--- config.mk ---
export PLATFORM = sky130hd
export DESIGN_NAME = fifo_wr_arbiter_flat
export DESIGN_NICKNAME = d
export VERILOG_FILES = /design/src/rtl/fifo_arb_pkg.sv /design/src/rtl/fifo_wr_arbiter_if.sv /design/src/rtl/fifo_wr_arbiter_rr_pick.sv /design/src/rtl/fifo_wr_arbiter.sv /design/src/flat_wrapper.sv
export SDC_FILE = /design/constraint.sdc
export NUM_CORES = 1
export LEC_CHECK = 0
export BUFFER_PORTS_ARGS = -buffer_cell sky130_fd_sc_hd__buf_4
export CAP_MARGIN = 0
export CORE_MARGIN = 3
export CORE_UTILIZATION = 46
export CTS_CLUSTER_DIAMETER = 30
export DETAILED_ROUTE_END_ITERATION = 7
export HOLD_SLACK_MARGIN = 0.1
export PLACE_DENSITY = 0.81
export SYNTH_ARGS = -nofsm -noshare
export SYNTH_HDL_FRONTEND = slang
export SYNTH_SLANG_ARGS = --single-unit
--- constraint.sdc ---
create_clock -name clk -period 4.7 [get_ports clk]
set_input_delay 0.94 -clock clk [delete_from_list [all_inputs] [get_ports clk]]
set_output_delay 0.94 -clock clk [all_outputs]
set_load 0.05 [all_outputs]
--- src/rtl/fifo_arb_pkg.sv ---
// Shared types and helpers for the round-robin FIFO write arbiter.
package fifo_arb_pkg;

  typedef enum logic [1:0] {
    IDLE = 2'd0,
    RUN  = 2'd1,
    HALT = 2'd2
  } arb_state_e;

  // Index width for n items, never narrower than one bit.
  function automatic int unsigned idx_w(input int unsigned n);
    return (n < 2) ? 1 : $clog2(n);
  endfunction

endpackage

--- src/rtl/fifo_wr_arbiter_if.sv ---
// Producer handshake plus FIFO write-port bundle shared by the arbiter and its environment.
interface fifo_wr_arbiter_if #(
  parameter int unsigned NUM_REQ    = 4,
  parameter int unsigned FIFO_WIDTH = 16
);
  import fifo_arb_pkg::*;

  localparam int unsigned IDX_W = idx_w(NUM_REQ);

  logic [NUM_REQ-1:0]            req;
  logic [NUM_REQ*FIFO_WIDTH-1:0] req_data;
  logic [NUM_REQ-1:0]            gnt;
  logic                          wr_en;
  logic [FIFO_WIDTH-1:0]         data_in;
  logic [IDX_W-1:0]              src_id;
  logic                          full;
  logic                          almostfull;
  logic                          wr_ack;
  logic                          overflow;

  modport master (
    input  req, req_data, full, almostfull, wr_ack, overflow,
    output gnt, wr_en, data_in, src_id
  );

  modport slave (
    output req, req_data, full, almostfull, wr_ack, overflow,
    input  gnt, wr_en, data_in, src_id
  );

endinterface

--- src/rtl/fifo_wr_arbiter_rr_pick.sv ---
// Combinational round-robin picker: first asserted request at or above ptr, wrapping.
module rr_pick
  import fifo_arb_pkg::*;
#(
  parameter int unsigned NUM_REQ = 4,
  parameter int unsigned IDX_W   = idx_w(NUM_REQ)
) (
  input  logic [NUM_REQ-1:0] req,
  input  logic [IDX_W-1:0]   ptr,
  input  logic               en,
  output logic [NUM_REQ-1:0] gnt,
  output logic [IDX_W-1:0]   idx
);

  int unsigned      pos;
  logic [IDX_W-1:0] pos_idx;
  logic             found;

  always_comb begin
    gnt     = '0;
    idx     = '0;
    found   = 1'b0;
    pos     = 0;
    pos_idx = '0;
    for (int unsigned k = 0; k < NUM_REQ; k++) begin
      pos     = (32'(ptr) + k) % NUM_REQ;
      pos_idx = IDX_W'(pos);
      if (en && !found && req[pos_idx]) begin
        found        = 1'b1;
        gnt[pos_idx] = 1'b1;
        idx          = pos_idx;
      end
    end
  end

endmodule

--- src/rtl/fifo_wr_arbiter.sv ---
// Round-robin arbiter sharing one FIFO write port among NUM_REQ producers,
// with full/almostfull throttling, write-ack checking and a sticky-error halt.
module fifo_wr_arbiter
  import fifo_arb_pkg::*;
#(
  parameter int unsigned NUM_REQ    = 4,
  parameter int unsigned FIFO_WIDTH = 16,
  parameter int unsigned FIFO_DEPTH = 8
) (
  input  logic                clk,
  input  logic                rst,
  input  logic                en,
  input  logic                clr_err,
  fifo_wr_arbiter_if.master   bus,
  output logic                ack_err,
  output logic                ovf_err,
  output logic                halted
);

  localparam int unsigned IDX_W = idx_w(NUM_REQ);

  if (NUM_REQ < 2 || NUM_REQ > 16 || FIFO_DEPTH < 2) begin : g_cfg_check
    $error("fifo_wr_arbiter: unsupported NUM_REQ/FIFO_DEPTH");
  end

  arb_state_e            state_q, state_d;
  logic [IDX_W-1:0]      rr_ptr_q, rr_ptr_d;
  logic [IDX_W-1:0]      src_id_q, src_id_d;
  logic [FIFO_WIDTH-1:0] data_q, data_d;
  logic                  pend_q, pend_d;
  logic                  wr_en_q, wr_en_d;
  logic                  ack_err_q, ack_err_d;
  logic                  ovf_err_q, ovf_err_d;

  logic                  can_wr_c;
  logic                  ack_miss_c;
  logic                  err_c;
  logic [NUM_REQ-1:0]    gnt_c;
  logic [IDX_W-1:0]      pick_idx_c;
  logic [FIFO_WIDTH-1:0] sel_data_c;

  // The write landing at this edge is counted so almostfull alone is enough headroom.
  assign can_wr_c = (state_q == RUN) && en && !bus.full && !(wr_en_q && bus.almostfull);

  rr_pick #(.NUM_REQ(NUM_REQ)) u_rr_pick (
    .req (bus.req),
    .ptr (rr_ptr_q),
    .en  (can_wr_c),
    .gnt (gnt_c),
    .idx (pick_idx_c)
  );

  always_comb begin
    sel_data_c = '0;
    for (int unsigned k = 0; k < NUM_REQ; k++) begin
      if (pick_idx_c == IDX_W'(k)) sel_data_c = bus.req_data[k*FIFO_WIDTH +: FIFO_WIDTH];
    end
  end

  always_comb begin
    state_d    = state_q;
    rr_ptr_d   = rr_ptr_q;
    src_id_d   = src_id_q;
    data_d     = data_q;
    pend_d     = wr_en_q;
    wr_en_d    = 1'b0;
    ack_miss_c = pend_q && !bus.wr_ack;
    err_c      = ack_miss_c || bus.overflow;
    ack_err_d  = ack_miss_c   || (ack_err_q && !clr_err);
    ovf_err_d  = bus.overflow || (ovf_err_q && !clr_err);

    if (|gnt_c) begin
      wr_en_d  = 1'b1;
      data_d   = sel_data_c;
      src_id_d = pick_idx_c;
      rr_ptr_d = (pick_idx_c == IDX_W'(NUM_REQ - 1)) ? '0 : pick_idx_c + IDX_W'(1);
    end

    unique case (state_q)
      IDLE:    if (en)      state_d = RUN;
      RUN:     if (!en)     state_d = IDLE;
      HALT:    if (clr_err) state_d = IDLE;
      default:              state_d = IDLE;
    endcase
    // A fresh error beats a simultaneous clear.
    if (err_c) state_d = HALT;
  end

  always_ff @(posedge clk) begin
    if (rst) begin
      state_q   <= IDLE;
      rr_ptr_q  <= '0;
      src_id_q  <= '0;
      data_q    <= '0;
      pend_q    <= 1'b0;
      wr_en_q   <= 1'b0;
      ack_err_q <= 1'b0;
      ovf_err_q <= 1'b0;
    end else begin
      state_q   <= state_d;
      rr_ptr_q  <= rr_ptr_d;
      src_id_q  <= src_id_d;
      data_q    <= data_d;
      pend_q    <= pend_d;
      wr_en_q   <= wr_en_d;
      ack_err_q <= ack_err_d;
      ovf_err_q <= ovf_err_d;
    end
  end

  assign bus.gnt     = gnt_c;
  assign bus.wr_en   = wr_en_q;
  assign bus.data_in = data_q;
  assign bus.src_id  = src_id_q;
  assign ack_err     = ack_err_q;
  assign ovf_err     = ovf_err_q;
  assign halted      = (state_q == HALT);

endmodule

--- src/flat_wrapper.sv ---
// flat-port wrapper written by rule: the top's interface ports become plain ports
module fifo_wr_arbiter_flat import fifo_arb_pkg::*;
#(
  parameter int unsigned NUM_REQ    = 4,
  parameter int unsigned FIFO_WIDTH = 16,
  parameter int unsigned FIFO_DEPTH = 8
)
  (clk, rst, en, clr_err, ack_err, ovf_err, halted, bus_req, bus_req_data, bus_full, bus_almostfull, bus_wr_ack, bus_overflow, bus_gnt, bus_wr_en, bus_data_in, bus_src_id);
  fifo_wr_arbiter_if #(.NUM_REQ(NUM_REQ), .FIFO_WIDTH(FIFO_WIDTH)) bus_i ();
  input  logic clk;
  input  logic rst;
  input  logic en;
  input  logic clr_err;
  output logic ack_err;
  output logic ovf_err;
  output logic halted;
  input wire logic [$bits(bus_i.req)-1:0] bus_req;
  input wire logic [$bits(bus_i.req_data)-1:0] bus_req_data;
  input wire logic [$bits(bus_i.full)-1:0] bus_full;
  input wire logic [$bits(bus_i.almostfull)-1:0] bus_almostfull;
  input wire logic [$bits(bus_i.wr_ack)-1:0] bus_wr_ack;
  input wire logic [$bits(bus_i.overflow)-1:0] bus_overflow;
  output wire logic [$bits(bus_i.gnt)-1:0] bus_gnt;
  output wire logic [$bits(bus_i.wr_en)-1:0] bus_wr_en;
  output wire logic [$bits(bus_i.data_in)-1:0] bus_data_in;
  output wire logic [$bits(bus_i.src_id)-1:0] bus_src_id;
  assign bus_i.req = bus_req;
  assign bus_i.req_data = bus_req_data;
  assign bus_i.full = bus_full;
  assign bus_i.almostfull = bus_almostfull;
  assign bus_i.wr_ack = bus_wr_ack;
  assign bus_i.overflow = bus_overflow;
  assign bus_gnt = bus_i.gnt;
  assign bus_wr_en = bus_i.wr_en;
  assign bus_data_in = bus_i.data_in;
  assign bus_src_id = bus_i.src_id;
  fifo_wr_arbiter #(.NUM_REQ(NUM_REQ), .FIFO_WIDTH(FIFO_WIDTH), .FIFO_DEPTH(FIFO_DEPTH)) u_core (.clk(clk), .rst(rst), .en(en), .clr_err(clr_err), .bus(bus_i), .ack_err(ack_err), .ovf_err(ovf_err), .halted(halted));
endmodule
After elaboration in Yosys (flattened, before gate mapping):

Cells that the tools add are included.

* flip-flop bits (word level): 26
* bits of input ports: 76
* output and inout port bits: 26
* logic and storage cells: 107

* add/sub/neg operators: 4
* order comparisons: 8
* eq/ne operators: 11
* muxes and demuxes: 38
* bitwise gates (word level): 3
* reductions and logical operators: 34

Operator list (number)
* $mux W16: 4
* $logic_and A1 B1 Y1: 18
* $mux W2: 9
* $mux W4: 4
* $lt A2 B3 Y1 const B: 4
* $mux W1: 12
* $or A4 B4 Y4: 3
* $ne A3 B2 Y1 const B: 3
* $bmux W1 S2: 4
* $demux W1 S2: 4
* $ge A2 B1 Y1 const B: 4
* $logic_not A1 Y1: 7
* $eq A2 B2 Y1 const B: 3
* $ne A2 B2 Y1 const B: 3
* $pmux W2 S3: 1
* $reduce_and A3 Y1: 2
* $add A2 B1 Y2 const B: 2
* $add A2 B2 Y2 const B: 2
* $eq A2 B1 Y1 const B: 2
* $logic_not A2 Y1: 2
* $reduce_or A4 Y1: 1
* $logic_or A1 B1 Y1: 3
* $reduce_or A2 Y1: 1

Depth between registers and ports, before layout:

* word-level depth: 23
* mapped depth: 17
* depth with buffers taken out: 14

By module:

A second synthesis with hierarchy kept.

* cell total of the unflattened synthesis: 201
* area, all modules: 1935.6 sq um

By module, submodules not included
* fifo_wr_arbiter: instances 1, cells an instance 132, area an instance 1372.6 sq um, sequential area each 520.5 sq um
* rr_pick: instances 1, cells an instance 69, area an instance 563.0 sq um, sequential area each 0.0 sq um

Worst setup path before layout:

No wires, ideal clock.

* kind: input to register
* from: input bus_full
* to: register u_core.data_q[0], in the netlist u_core.bus.data_in[0]
* library setup time: 0.123 ns
* data arrival time: 3.761 ns
* required time: 4.577 ns
* setup slack: 0.816 ns
* stages on the path: 14
* buffers on the path: 3
* path through: or4bb_1 nor3_1 and3_1 buf_6 mux2i_1 inv_1 ha_1 clkbuf_1 clkbuf_1 a221oi_1 nor3_1 a21oi_1 nor2_1 mux2_1

* cells in the longest elaborated chain, start to end: 22
* elaborated cells on any way between the ends: 36
* classes of those cells: eq/ne (3); mux (15); bitwise (3); reduce/logical (15)

RTL lines
* start: declaration: RTL line flat_wrapper.sv:19 `input wire logic [$bits(bus_i.full)-1:0] bus_full;`
* $logic_not A1 Y1 (*): RTL line fifo_wr_arbiter.sv:43 `assign can_wr_c = (state_q == RUN) && en && !bus.full && !(wr_en_q && bus.almostfull);`
* $logic_and A1 B1 Y1 (*) (2 in a row): RTL line fifo_wr_arbiter.sv:43
* $logic_and A1 B1 Y1: RTL line fifo_wr_arbiter_rr_pick.sv:28 `if (en && !found && req[pos_idx]) begin`
* $mux W1: RTL line fifo_wr_arbiter_rr_pick.sv:28
* $logic_not A1 Y1: RTL line fifo_wr_arbiter_rr_pick.sv:28
* $logic_and A1 B1 Y1 (2 in a row): RTL line fifo_wr_arbiter_rr_pick.sv:28
* $mux W1: RTL line fifo_wr_arbiter_rr_pick.sv:28
* $logic_not A1 Y1: RTL line fifo_wr_arbiter_rr_pick.sv:28
* $logic_and A1 B1 Y1 (2 in a row): RTL line fifo_wr_arbiter_rr_pick.sv:28
* $mux W1: RTL line fifo_wr_arbiter_rr_pick.sv:28
* $logic_not A1 Y1: RTL line fifo_wr_arbiter_rr_pick.sv:28
* $logic_and A1 B1 Y1 (2 in a row): RTL line fifo_wr_arbiter_rr_pick.sv:28
* $mux W2 (*): RTL line fifo_wr_arbiter_rr_pick.sv:28
* named net u_core.pick_idx_c[1]: RTL line fifo_wr_arbiter.sv:39 `logic [IDX_W-1:0] pick_idx_c;`
* $logic_not A2 Y1: RTL line fifo_wr_arbiter.sv:56 `if (pick_idx_c == IDX_W'(k)) sel_data_c = bus.req_data[k*FIFO_WIDTH +: FIFO_WIDTH];`
* $mux W16 (3 in a row): RTL line fifo_wr_arbiter.sv:56
* $mux W16 (*): RTL line fifo_wr_arbiter.sv:56
* end signal: assignment: RTL line fifo_wr_arbiter.sv:103 `data_q <= data_d;`
* end: declaration: RTL line fifo_wr_arbiter.sv:29 `logic [FIFO_WIDTH-1:0] data_q, data_d;`

The timed path passes the listed nets; every way through them passes the cells marked *.
A chain may end at the register's enable or synchronous reset.

Worst setup path in the final report:

* from: input bus_req[3]
* to: register u_core.data_q[3], in the netlist u_core.bus.data_in[3]

* cells in the longest elaborated chain, start to end: 21
* elaborated cells on any way between the ends: 41
* classes of those cells: eq/ne (3); mux (23); bitwise (3); reduce/logical (12)

RTL lines
* start: declaration: RTL line flat_wrapper.sv:17 `input wire logic [$bits(bus_i.req)-1:0] bus_req;`
* $bmux W1 S2: RTL line fifo_wr_arbiter_rr_pick.sv:28
* $mux W1 (implied by the code): RTL line fifo_wr_arbiter_rr_pick.sv:28
* $logic_and A1 B1 Y1: RTL line fifo_wr_arbiter_rr_pick.sv:28
* $mux W1: RTL line fifo_wr_arbiter_rr_pick.sv:28
* $logic_not A1 Y1: RTL line fifo_wr_arbiter_rr_pick.sv:28
* $logic_and A1 B1 Y1 (2 in a row): RTL line fifo_wr_arbiter_rr_pick.sv:28
* $mux W1: RTL line fifo_wr_arbiter_rr_pick.sv:28
* $logic_not A1 Y1: RTL line fifo_wr_arbiter_rr_pick.sv:28
* $logic_and A1 B1 Y1 (2 in a row): RTL line fifo_wr_arbiter_rr_pick.sv:28
* $mux W1: RTL line fifo_wr_arbiter_rr_pick.sv:28
* $logic_not A1 Y1: RTL line fifo_wr_arbiter_rr_pick.sv:28
* $logic_and A1 B1 Y1 (2 in a row): RTL line fifo_wr_arbiter_rr_pick.sv:28
* $mux W2 (*): RTL line fifo_wr_arbiter_rr_pick.sv:28
* named net u_core.pick_idx_c[1]: RTL line fifo_wr_arbiter.sv:39
* $logic_not A2 Y1: RTL line fifo_wr_arbiter.sv:56
* $mux W16 (3 in a row): RTL line fifo_wr_arbiter.sv:56
* $mux W16 (*): RTL line fifo_wr_arbiter.sv:56

The timed path passes the listed nets; every way through them passes the cells marked *. The select of a mux whose other input is x is not followed.

==> results.yml <==
outcome:
  status: "finished clean"
yosys:
  synth_nets: 323
  yosys_warnings: 0
  synth-main-ff-cell: "dfxtp_1"
  synth-seq-area-share: 0.258
  netlist_area_mm2: 0.00202
  ys_types: 33
  synth.avg_cell_area_um2: 8.44
  ys_ff_latch: 26
  synthCells: 239
  synthArstFlopShare: 0
  synth_edf_count: 0
die:
  start_util: 0.490
  die_h_um: 72.2
  coreArea_mm2: 0.00412
  dieWidth_um: 72.2
  num_rows: 23
  die_area_mm2: 0.00522
  ios: 102
clock_tree:
  ctsResizeCount: 0
  cts_setup_buffers: 0
  cts_sinks: 26
  cts_hold_buffers: 0
  h-tree-depth: 1
  cts_tree: "done"
  clock_latency_ns: 0.27
  cts_buffer_depth: 2
  root_buffer: "clkbuf_8"
  clkTransAtPathRegs_ns: 0.09
  cts_buffers: 3
worst_setup_path:
  arrival_ns: 4.35
  end_kind: "register"
  regToRegSetupSlack_ns: 0.69
  cp_max_fo: 32
  timing.rr.start: "u_core.rr_ptr_q[0]"
  cp.required_ns: 4.86
  critPathLaunchType: "primary input"
  worstReg2RegEnd: "u_core.bus.data_in[3]"
  crit_type: "in2reg"
  reg2regPathDepth: 13
placed_design:
  routabilityCongestion: 0.925
  dp.cells: 376
  portBuffers: 101
  dp_hpwl_um: 4510
  placed_area_mm2: 0.00278
  dpl_worst_slack_ns: 0.261
sta:
  hold_violations: 0
  worstMarginPinSlew_ns: 0.892
  slew_headroom: 0.406
  timing.fmax_mhz: 238
  skew_ns: 0.00308
  setup_tns_ns: 0
  final-setup-viol-count: 0
  fin_crit_sh: 0.893
  slew_violations: 0
  fin_ws_ns: 0.504
  rsz0062_at_grt: "false"
  period_needed_ns: 4.20
drt:
  met2WireLength_um: 3000
  dr_total_vias: 2083
  drtIter0Drc: 98
  wl_per_cell_um: 14.9
  drcViolationCount: 0
  routed.top_layer: "met4"
  drt_pass1_iterations: 4
  drt-met1-wl_um: 2050
  antenna_left: 0
  routed-wl-met3_um: 551
  vias_per_cell: 5.48
  finalWirelength_um: 5660
final_layout:
  antennaDiodeCount: 0
  area_growth_pct: 40.4
  finalInstanceArea_mm2: 0.00283
  utilization: 0.688
  drive_gt1_frac: 0.361
  fill_cells: 369
  stdcell_count: 380
  nNetsFinal: 415
power_and_ir_drop:
  irDropWorstVdd_mv: 0.197
  p_per_area_mw_per_mm2: 170
  leakagePower_nw: 1.32
grt:
  antenna_found_initial: 0
  track_usage: 0.206
  grt_max_degree: 47
  grt_pass1_vias: 1955
  grt_overflow_total: 0
  grt_pass1_wl_um: 8660
hold_path:
  hold-path-endpoint: "u_core.bus.data_in[9]"
  hp-class: "reg2reg"
  hold_path_depth: 2
  hold_start: "u_core.bus.data_in[9]"
job:
  drv_cap: 0
-- how the worst max path moves through the flow --
| stage | from | to | slack [ns] | cells past startpoint |
|---|---|---|---|---|
| after detailed placement | bus_full | u_core.bus.data_in[3] | 0.26 | 11 |
| final | bus_req[3] | u_core.bus.data_in[3] | 0.50 | 11 |
| after CTS | bus_full | u_core.bus.data_in[3] | 0.55 | 11 |
| after floorplan | bus_full | u_core.bus.data_in[0] | 0.82 | 14 |
| after global placement | bus_full | u_core.bus.data_in[14] | 0.37 | 12 |
| after global routing | bus_req[3] | u_core.bus.data_in[1] | 0.20 | 13 |
-- power by group --
group,internal [mW],switching (mW)
combinational,0.0645,0.0495
clock,0.0748,0.0682
sequential,0.223,0.00155
-- placed cells by master, fill, tap and decap left out, drive strengths merged --
cell type  count
clkbuf         4
nand3b         3
a211oi         1
nand2b        11
nor4b          1
or4bb          5
mux2i          8
a221oi        13
mux4           4
nand2         10
a31oi          1
and3           1
a32oi          1
nor2          21
o21ai          4
buf          106
and2           1
a21oi         25
ha             8
nor3          15
o21bai         1
nor2b         32
a221o          4
mux2          16
nor4           2
inv            5
or2            1
dfxtp         26
-- per-layer routing --
layer / track usage / vias to the layer above
li1: - / 1044
met1: 0.216 / 944
met2: 0.407 / 91
met3: 0.0623 / 4
met4: 0.0271 / 0
met5: 0 / -
-- area by class of cell --
type	count	area [um2]	share of cell area
multi-input combinational	189	1380	0.487
timing repair buffer	106	796	0.281
sequential	26	520	0.184
tap	50	62.6	0.0221
clock buffer	4	55.1	0.0194
inverter	5	18.8	0.00663
-- state kept, by name, indices dropped and copies added (netlist names) --
signal              flops
u_core.rr_ptr_q         2
u_core.bus.data_in     16
u_core.bus.src_id       2
u_core.state_q          2
u_core.ovf_err          1
u_core.bus.wr_en        1
u_core.pend_q           1
u_core.ack_err          1
-- worst max-delay path, cell delays in order --
cell and delay (ns):
buf_4 0.13, mux4_2 0.59, nor3_1 0.27, and3_1 0.33, mux2i_1 0.36, ha_1 0.81, nor2b_1 0.22, nor3_1 0.06
a21oi_1 0.25, nor2_1 0.08, mux2_1 0.30
-- metrics by stage --
step,hold slack (ns),power (mW)
finish,0.489,0.482
floorplan,0.484,0.281
detailed placement,0.477,0.344
global placement,0.466,0.342
global route,0.524,0.502
CTS,0.492,0.484
-- cell usage after synthesis, types with 2 or more instances --
library cell  number  area share
nor2_1            21       0.039
nand2_1           10       0.019
mux2_1            14       0.078
buf_6              3       0.017
or4bb_1            5       0.028
nor2b_1           32       0.099
dfxtp_1           26        0.26
nor3_1            15       0.037
inv_1              5      0.0093
nand2b_1          11       0.034
a21oi_1           25       0.062
mux2_2             2       0.011
o21ai_0            4      0.0099
nand3b_1           3       0.011
clkbuf_1          13       0.024
a221o_1            4       0.020
ha_1               8       0.050
mux4_2             4       0.045
a221oi_1          13       0.056
mux2i_1            8       0.040
-- logic make-up after synthesis --
logic type / count (synthesis) / synth area share
and+or+nand+nor: 103 / 0.298
muxes: 28 / 0.174
DFF: 26 / 0.258
AOI/OAI and AO/OA: 50 / 0.163
adders and majority gates: 8 / 0.0496
buffers and inverters: 24 / 0.0583
(Power assumes the default switching activity.)
